File: src/rtl/hier_icache_maint_sequencer.sv
// Fans one icache maintenance command out to all L2 banks, then to a mask of L1 caches.
// Latency: reqs one cycle after accept; done one cycle after the last ack (or timeout) of the final phase.
// Backpressure: cmd_ready_o only in IDLE; each target holds its req until it acks or the phase times out.
module hier_icache_maint_sequencer #(
    parameter int NB_CACHE_BANKS = 4,
    parameter int NB_CORES       = 9,
    parameter int TIMEOUT_CYCLES = 1024
) (
    input  logic                               clk_i,
    input  logic                               rst_i,
    input  logic                               cmd_valid_i,
    output logic                               cmd_ready_o,
    input  logic [2:0]                         cmd_op_i,
    input  logic [NB_CORES-1:0]                cmd_core_mask_i,
    input  logic [31:0]                        cmd_addr_i,
    output logic                               done_o,
    output logic                               err_o,
    output logic [NB_CACHE_BANKS+NB_CORES-1:0] err_pending_o,
    output logic [NB_CACHE_BANKS-1:0]          l2_enable_req_o,
    input  logic [NB_CACHE_BANKS-1:0]          l2_enable_ack_i,
    output logic [NB_CACHE_BANKS-1:0]          l2_disable_req_o,
    input  logic [NB_CACHE_BANKS-1:0]          l2_disable_ack_i,
    output logic [NB_CACHE_BANKS-1:0]          l2_flush_req_o,
    input  logic [NB_CACHE_BANKS-1:0]          l2_flush_ack_i,
    output logic [NB_CACHE_BANKS-1:0]          l2_sel_flush_req_o,
    input  logic [NB_CACHE_BANKS-1:0]          l2_sel_flush_ack_i,
    output logic [NB_CORES-1:0]                l1_flush_req_o,
    input  logic [NB_CORES-1:0]                l1_flush_ack_i,
    output logic [NB_CORES-1:0]                l1_sel_flush_req_o,
    input  logic [NB_CORES-1:0]                l1_sel_flush_ack_i,
    output logic [31:0]                        sel_flush_addr_o
);

    localparam int CNT_W = (TIMEOUT_CYCLES > 1) ? $clog2(TIMEOUT_CYCLES) : 1;

    localparam logic [2:0] OP_L2_ENABLE  = 3'd0;
    localparam logic [2:0] OP_L2_DISABLE = 3'd1;
    localparam logic [2:0] OP_L2_FLUSH   = 3'd2;
    localparam logic [2:0] OP_L1_FLUSH   = 3'd3;
    localparam logic [2:0] OP_FULL_FLUSH = 3'd4;
    localparam logic [2:0] OP_SEL_FLUSH  = 3'd5;

    typedef enum logic [1:0] {S_IDLE, S_L2_WAIT, S_L1_WAIT, S_DONE} state_t;

    state_t                              state_q, state_d;
    logic [2:0]                          op_q, op_d;
    logic [NB_CORES-1:0]                 mask_q, mask_d;
    logic [31:0]                         addr_q, addr_d;
    logic [NB_CACHE_BANKS-1:0]           l2_pend_q, l2_pend_d;
    logic [NB_CORES-1:0]                 l1_pend_q, l1_pend_d;
    logic [CNT_W-1:0]                    cnt_q, cnt_d;
    logic                                err_q, err_d;
    logic [NB_CACHE_BANKS+NB_CORES-1:0]  err_pend_q, err_pend_d;

    logic [NB_CACHE_BANKS-1:0]           l2_ack, l2_left;
    logic [NB_CORES-1:0]                 l1_ack, l1_left;
    logic                                has_l1, timeout_hit;

    // Only the ack bus matching the latched op can retire pending bits.
    always_comb begin
        l2_ack = '0;
        l1_ack = '0;
        case (op_q)
            OP_L2_ENABLE:  l2_ack = l2_enable_ack_i;
            OP_L2_DISABLE: l2_ack = l2_disable_ack_i;
            OP_L2_FLUSH:   l2_ack = l2_flush_ack_i;
            OP_L1_FLUSH:   l1_ack = l1_flush_ack_i;
            OP_FULL_FLUSH: begin
                l2_ack = l2_flush_ack_i;
                l1_ack = l1_flush_ack_i;
            end
            OP_SEL_FLUSH: begin
                l2_ack = l2_sel_flush_ack_i;
                l1_ack = l1_sel_flush_ack_i;
            end
            default: ;
        endcase
    end

    assign l2_left     = l2_pend_q & ~l2_ack;
    assign l1_left     = l1_pend_q & ~l1_ack;
    assign has_l1      = (op_q == OP_FULL_FLUSH) || (op_q == OP_SEL_FLUSH);
    assign timeout_hit = (TIMEOUT_CYCLES != 0) && (cnt_q == CNT_W'(TIMEOUT_CYCLES - 1));

    always_comb begin
        state_d    = state_q;
        op_d       = op_q;
        mask_d     = mask_q;
        addr_d     = addr_q;
        l2_pend_d  = l2_pend_q;
        l1_pend_d  = l1_pend_q;
        cnt_d      = cnt_q;
        err_d      = err_q;
        err_pend_d = err_pend_q;
        case (state_q)
            S_IDLE: begin
                if (cmd_valid_i) begin
                    op_d       = cmd_op_i;
                    mask_d     = cmd_core_mask_i;
                    addr_d     = cmd_addr_i;
                    cnt_d      = '0;
                    err_d      = 1'b0;
                    err_pend_d = '0;
                    case (cmd_op_i)
                        OP_L2_ENABLE, OP_L2_DISABLE, OP_L2_FLUSH,
                        OP_FULL_FLUSH, OP_SEL_FLUSH: begin
                            l2_pend_d = '1;
                            state_d   = S_L2_WAIT;
                        end
                        OP_L1_FLUSH: begin
                            l1_pend_d = cmd_core_mask_i;
                            state_d   = (cmd_core_mask_i == '0) ? S_DONE : S_L1_WAIT;
                        end
                        default: begin
                            err_d   = 1'b1;
                            state_d = S_DONE;
                        end
                    endcase
                end
            end
            S_L2_WAIT: begin
                l2_pend_d = l2_left;
                cnt_d     = cnt_q + 1'b1;
                if (l2_left == '0) begin
                    cnt_d = '0;
                    if (has_l1) begin
                        // An empty L1 mask skips the L1 phase entirely.
                        l1_pend_d = mask_q;
                        state_d   = (mask_q == '0) ? S_DONE : S_L1_WAIT;
                    end else begin
                        state_d = S_DONE;
                    end
                end else if (timeout_hit) begin
                    err_d      = 1'b1;
                    err_pend_d = {{NB_CORES{1'b0}}, l2_left};
                    l2_pend_d  = '0;
                    state_d    = S_DONE;
                end
            end
            S_L1_WAIT: begin
                l1_pend_d = l1_left;
                cnt_d     = cnt_q + 1'b1;
                if (l1_left == '0) begin
                    cnt_d   = '0;
                    state_d = S_DONE;
                end else if (timeout_hit) begin
                    err_d      = 1'b1;
                    err_pend_d = {l1_left, {NB_CACHE_BANKS{1'b0}}};
                    l1_pend_d  = '0;
                    state_d    = S_DONE;
                end
            end
            S_DONE:  state_d = S_IDLE;
            default: state_d = S_IDLE;
        endcase
    end

    always_ff @(posedge clk_i or posedge rst_i) begin
        if (rst_i) begin
            state_q    <= S_IDLE;
            op_q       <= '0;
            mask_q     <= '0;
            addr_q     <= '0;
            l2_pend_q  <= '0;
            l1_pend_q  <= '0;
            cnt_q      <= '0;
            err_q      <= 1'b0;
            err_pend_q <= '0;
        end else begin
            state_q    <= state_d;
            op_q       <= op_d;
            mask_q     <= mask_d;
            addr_q     <= addr_d;
            l2_pend_q  <= l2_pend_d;
            l1_pend_q  <= l1_pend_d;
            cnt_q      <= cnt_d;
            err_q      <= err_d;
            err_pend_q <= err_pend_d;
        end
    end

    // Pending registers are nonzero only inside their own phase, so reqs are gated by op alone.
    assign l2_enable_req_o    = (op_q == OP_L2_ENABLE)  ? l2_pend_q : '0;
    assign l2_disable_req_o   = (op_q == OP_L2_DISABLE) ? l2_pend_q : '0;
    assign l2_flush_req_o     = (op_q == OP_L2_FLUSH || op_q == OP_FULL_FLUSH) ? l2_pend_q : '0;
    assign l2_sel_flush_req_o = (op_q == OP_SEL_FLUSH)  ? l2_pend_q : '0;
    assign l1_flush_req_o     = (op_q == OP_L1_FLUSH || op_q == OP_FULL_FLUSH) ? l1_pend_q : '0;
    assign l1_sel_flush_req_o = (op_q == OP_SEL_FLUSH)  ? l1_pend_q : '0;

    assign sel_flush_addr_o = addr_q;
    assign cmd_ready_o      = (state_q == S_IDLE);
    assign done_o           = (state_q == S_DONE);
    assign err_o            = (state_q == S_DONE) && err_q;
    assign err_pending_o    = (state_q == S_DONE) ? err_pend_q : '0;

endmodule

File: config.mk
export PLATFORM = sky130hd
export DESIGN_NAME = hier_icache_maint_sequencer
export DESIGN_NICKNAME = d
export VERILOG_FILES = /design/src/rtl/hier_icache_maint_sequencer.sv
export SDC_FILE = /design/constraint.sdc
export NUM_CORES = 1
export LEC_CHECK = 0
export CORE_ASPECT_RATIO = 1.5
export CORE_UTILIZATION = 41
export CTS_BUF_LIST = sky130_fd_sc_hd__clkbuf_4 sky130_fd_sc_hd__clkbuf_8 sky130_fd_sc_hd__clkbuf_16
export CTS_CLUSTER_SIZE = 16
export DETAILED_ROUTE_END_ITERATION = 16
export PLACE_DENSITY = 0.78
export SYNTH_ARGS = -nofsm -noshare
export SYNTH_HDL_FRONTEND = slang
export SYNTH_SLANG_ARGS = --single-unit
File: constraint.sdc
create_clock -name clk_i -period 3 [get_ports clk_i]
set_input_delay 0.9 -clock clk_i [delete_from_list [all_inputs] [get_ports clk_i]]
set_output_delay 0.9 -clock clk_i [all_outputs]
set_load 0.05 [all_outputs]
==> impl_metrics.json <==
{
  "synth_top_area_share_pct": 44.43,
  "detailedPlacementHpwl_microns": 10470,
  "post_synth.cell_area_avg_sq_um": 10.34,
  "pin_count_of_the_biggest_net_entering_global_routing": 84,
  "fin_skew_ps": 5.754,
  "hold_buffers": 0,
  "placeableCoreArea_sq_mm": 0.01106,
  "layout-area-overhead-vs-synth_pct": 54.84,
  "yosysWarningCount": 0,
  "synth-seq-area-share_pct": 44.43,
  "clock_tree.buffer_depth": 2,
  "post-route-min-period_ps": 2884,
  "maximum_fanout_along_the_worst_path": 7,
  "routed_wire_length_per_instance_microns": 17.25,
  "synth_seq_cells": 83,
  "placement_stage_worst_setup_slack_ps": -297.2,
  "critPathLaunchType": "primary input",
  "p_total_mw": 9.305,
  "floorplan.die_area_sq_mm": 0.01184,
  "max_cap_viol_count": 0,
  "num_vias": 4148,
  "vdd_ir_drop_max_uv": 692.3,
  "cpLargestDelayFamily": "buffers and inverters",
  "netlist_top_cells_area": "sky130_fd_sc_hd__dfrtp_1 (44%), sky130_fd_sc_hd__mux2_2 (12%), sky130_fd_sc_hd__and2_1 (6.0%), sky130_fd_sc_hd__nand2_1 (4.3%), sky130_fd_sc_hd__o21ai_0 (3.3%)",
  "critical_path.endpoint_type": "flop",
  "critical_path_arrival_ps": 3100,
  "postLayoutSetupSlackWorst_ps": 115.5,
  "layoutNonFillerInstCount": 787,
  "final-max-slew-violation-count": 0,
  "grt.total_usage_pct": 24.19,
  "min_period_over_period_pct": 96.15,
  "initial_core_utilization_pct": 42.28,
  "final-setup-viol-count": 0,
  "chipHeight_microns": 132.8,
  "synth.distinct_cells": 57,
  "fin_worst_hold_slack_ps": 495.4,
  "clk_root_buffer_cell": "sky130_fd_sc_hd__clkbuf_16",
  "placementRows": 47,
  "synthArstFlopShare_pct": 100.0,
  "library_cell_with_the_largest_summed_area_after_synthesis": "sky130_fd_sc_hd__dfrtp_1",
  "critical_path.cell_chain": "clkdlybuf4s50_1 > mux2i_1 > nor3_1 > a211oi_1 > nor4_4 > buf_4 > nor2_1 > o211ai_4 > clkbuf_16 > mux2_1",
  "routed_via_density": 5.271,
  "number_of_global_route_vias_before_repair": 4366,
  "grt_overflow_total": 0,
  "syn-instance-count": 452,
  "routed_wl_microns": 13580,
  "worst_skew_pair.late_latency_ps": 340,
  "synthesis.nets": 538,
  "synth_commonest_cells": "sky130_fd_sc_hd__dfrtp_1 (83), sky130_fd_sc_hd__nand2_1 (54), sky130_fd_sc_hd__mux2_2 (51)",
  "worst_hold_path_type": "reg -> reg",
  "run_status": "completed",
  "synth_ff_type": "sky130_fd_sc_hd__dfrtp_1",
  "die-width_microns": 89.18,
  "power_per_cell_area_mw_per_mm2": 1286,
  "total_leakage_power_nw": 3.183,
  "drive_gt1_share_pct": 28.13,
  "total_iterations_of_the_first_detailed_routing_run": 5,
  "setup_tns_ps": 0,
  "layout.cell_area.non_filler_sq_mm": 0.007238,
  "clock_tree.htree_level_count": 3,
  "layout.nets": 721,
  "cp_data_required_time_ps": 3220,
  "i_o_buffers": 162,
  "number_of_buffers_inserted_during_clock_tree_synthesis": 9,
  "antenna_cells_inserted": 0,
  "drtAntennaViolNets": 0,
  "final_cell_utilization_of_the_core_pct": 65.47,
  "gp_congestion": 0.9055,
  "route.detailed.drc": 0,
  "max_slew_margin_pct": 50.58,
  "critical_path_class": "in -> reg",
  "i_o_pin_cnt": 163,
  "first_pass_grt_wire_length_microns": 21690,
  "report.final.hold_viol_count": 0,
  "synth_enable_flop_cells": 0,
  "clock_sink_total": 83,
  "post-synth-top-count-cell": "sky130_fd_sc_hd__dfrtp_1",
  "syn-cell-area_sq_mm": 0.004674,
  "worst_pin_slew_ps": 741.3,
  "clkTransAtPathRegs_ps": 60,
  "critical_path_buf_inv_count": 3,
  "critical-path-max-stage-delay_ps": 470,
  "first_iter_violations": 227,
  "dpl-instance-area_sq_mm": 0.006833,
  "max_clock_freq_mhz": 346.7,
  "tritoncts": "yes",
  "critical-path-slowest-cell": "sky130_fd_sc_hd__clkdlybuf4s50_1",
  "dp.cells": 769,
  "grt_antenna_before_repair": 0
}
==> registers in the layout (all words and copies together), names as in the netlist <==
| name | count |
|---|---|
| l1_pend_q | 9 |
| mask_q | 9 |
| state_q | 2 |
| op_q | 3 |
| err_pend_q | 13 |
| sel_flush_addr_o | 32 |
| l2_pend_q | 4 |
| cnt_q | 10 |
| err_q | 1 |
==> where the power goes <==
group / leakage (nW) / total [mW] / internal (mW) / switching (mW)
clock: 0.153 / 1.19 / 0.740 / 0.448
sequential: 1.02 / 1.98 / 1.61 / 0.369
combinational: 2.01 / 6.14 / 2.65 / 3.49
==> path summary, 6_finish.rpt <==
path	start	endpoint	slack, ps	cells after the start
setup / recovery	l2_disable_ack_i[3]	err_pend_q[12]	120	10
hold / removal	err_pend_q[0]	err_pend_q[0]	500	1
setup reg to reg	op_q[2]	err_pend_q[12]	150	10
hold reg to reg	err_pend_q[0]	err_pend_q[0]	500	1
max in group asynchronous	rst_i	cnt_q[2]	1610	3
min in group asynchronous	rst_i	sel_flush_addr_o[27]	1030	3
==> layer usage <==
metal	part of all wire, %	up-vias	wire, microns	global-route usage (%)
met1	35	1951	4811	25.72
met2	53	179	7208	41.86
met5	0	-	0	0
met4	5.2	0	704	14.64
met3	6.3	49	850	5.926
li1	-	1969	-	-
==> timing repair <==
item / in CTS / in global routing
buffers inserted: 0 / 1
setup endpoints to repair: 0 / 19
gates resized for setup: 0 / 10
==> layout make-up <==
class                           count  area (sq um)
Tap cell                          147         183.9
Multi-Input combinational cell    332          2474
Clock buffer                       10         232.7
Clock inverter                      6         88.84
Inverter                           15         60.06
Fill cell                         873          3817
Sequential cell                    83          2077
Timing Repair Buffer              194          2122
==> logic make-up (layout without fill, tap and decap cells) <==
kind of cell             Yosys count  in the layout  synth area share [%]
AO/OA/AOI/OAI                     79             79                 11.59
flip-flops                        83             83                 44.43
adder cells (fa/ha/maj)            5              5                 1.338
AND/OR/NAND/NOR                  173            173                 20.29
multiplexers                      75             75                 18.66
buffers and inverters             37            225                 3.693
==> cell usage in the layout (no fill, tap or decap), types with 14 or more instances in the layout <==
master	count
sky130_fd_sc_hd__clkdlybuf4s50_1	110
sky130_fd_sc_hd__dfrtp_1	83
sky130_fd_sc_hd__nand2_1	53
sky130_fd_sc_hd__buf_4	52
sky130_fd_sc_hd__mux2_2	51
sky130_fd_sc_hd__and2_1	45
sky130_fd_sc_hd__o21ai_0	31
sky130_fd_sc_hd__buf_12	29
sky130_fd_sc_hd__nor2_1	24
sky130_fd_sc_hd__inv_1	14
Note: power is estimated with default switching activity, not from simulation.
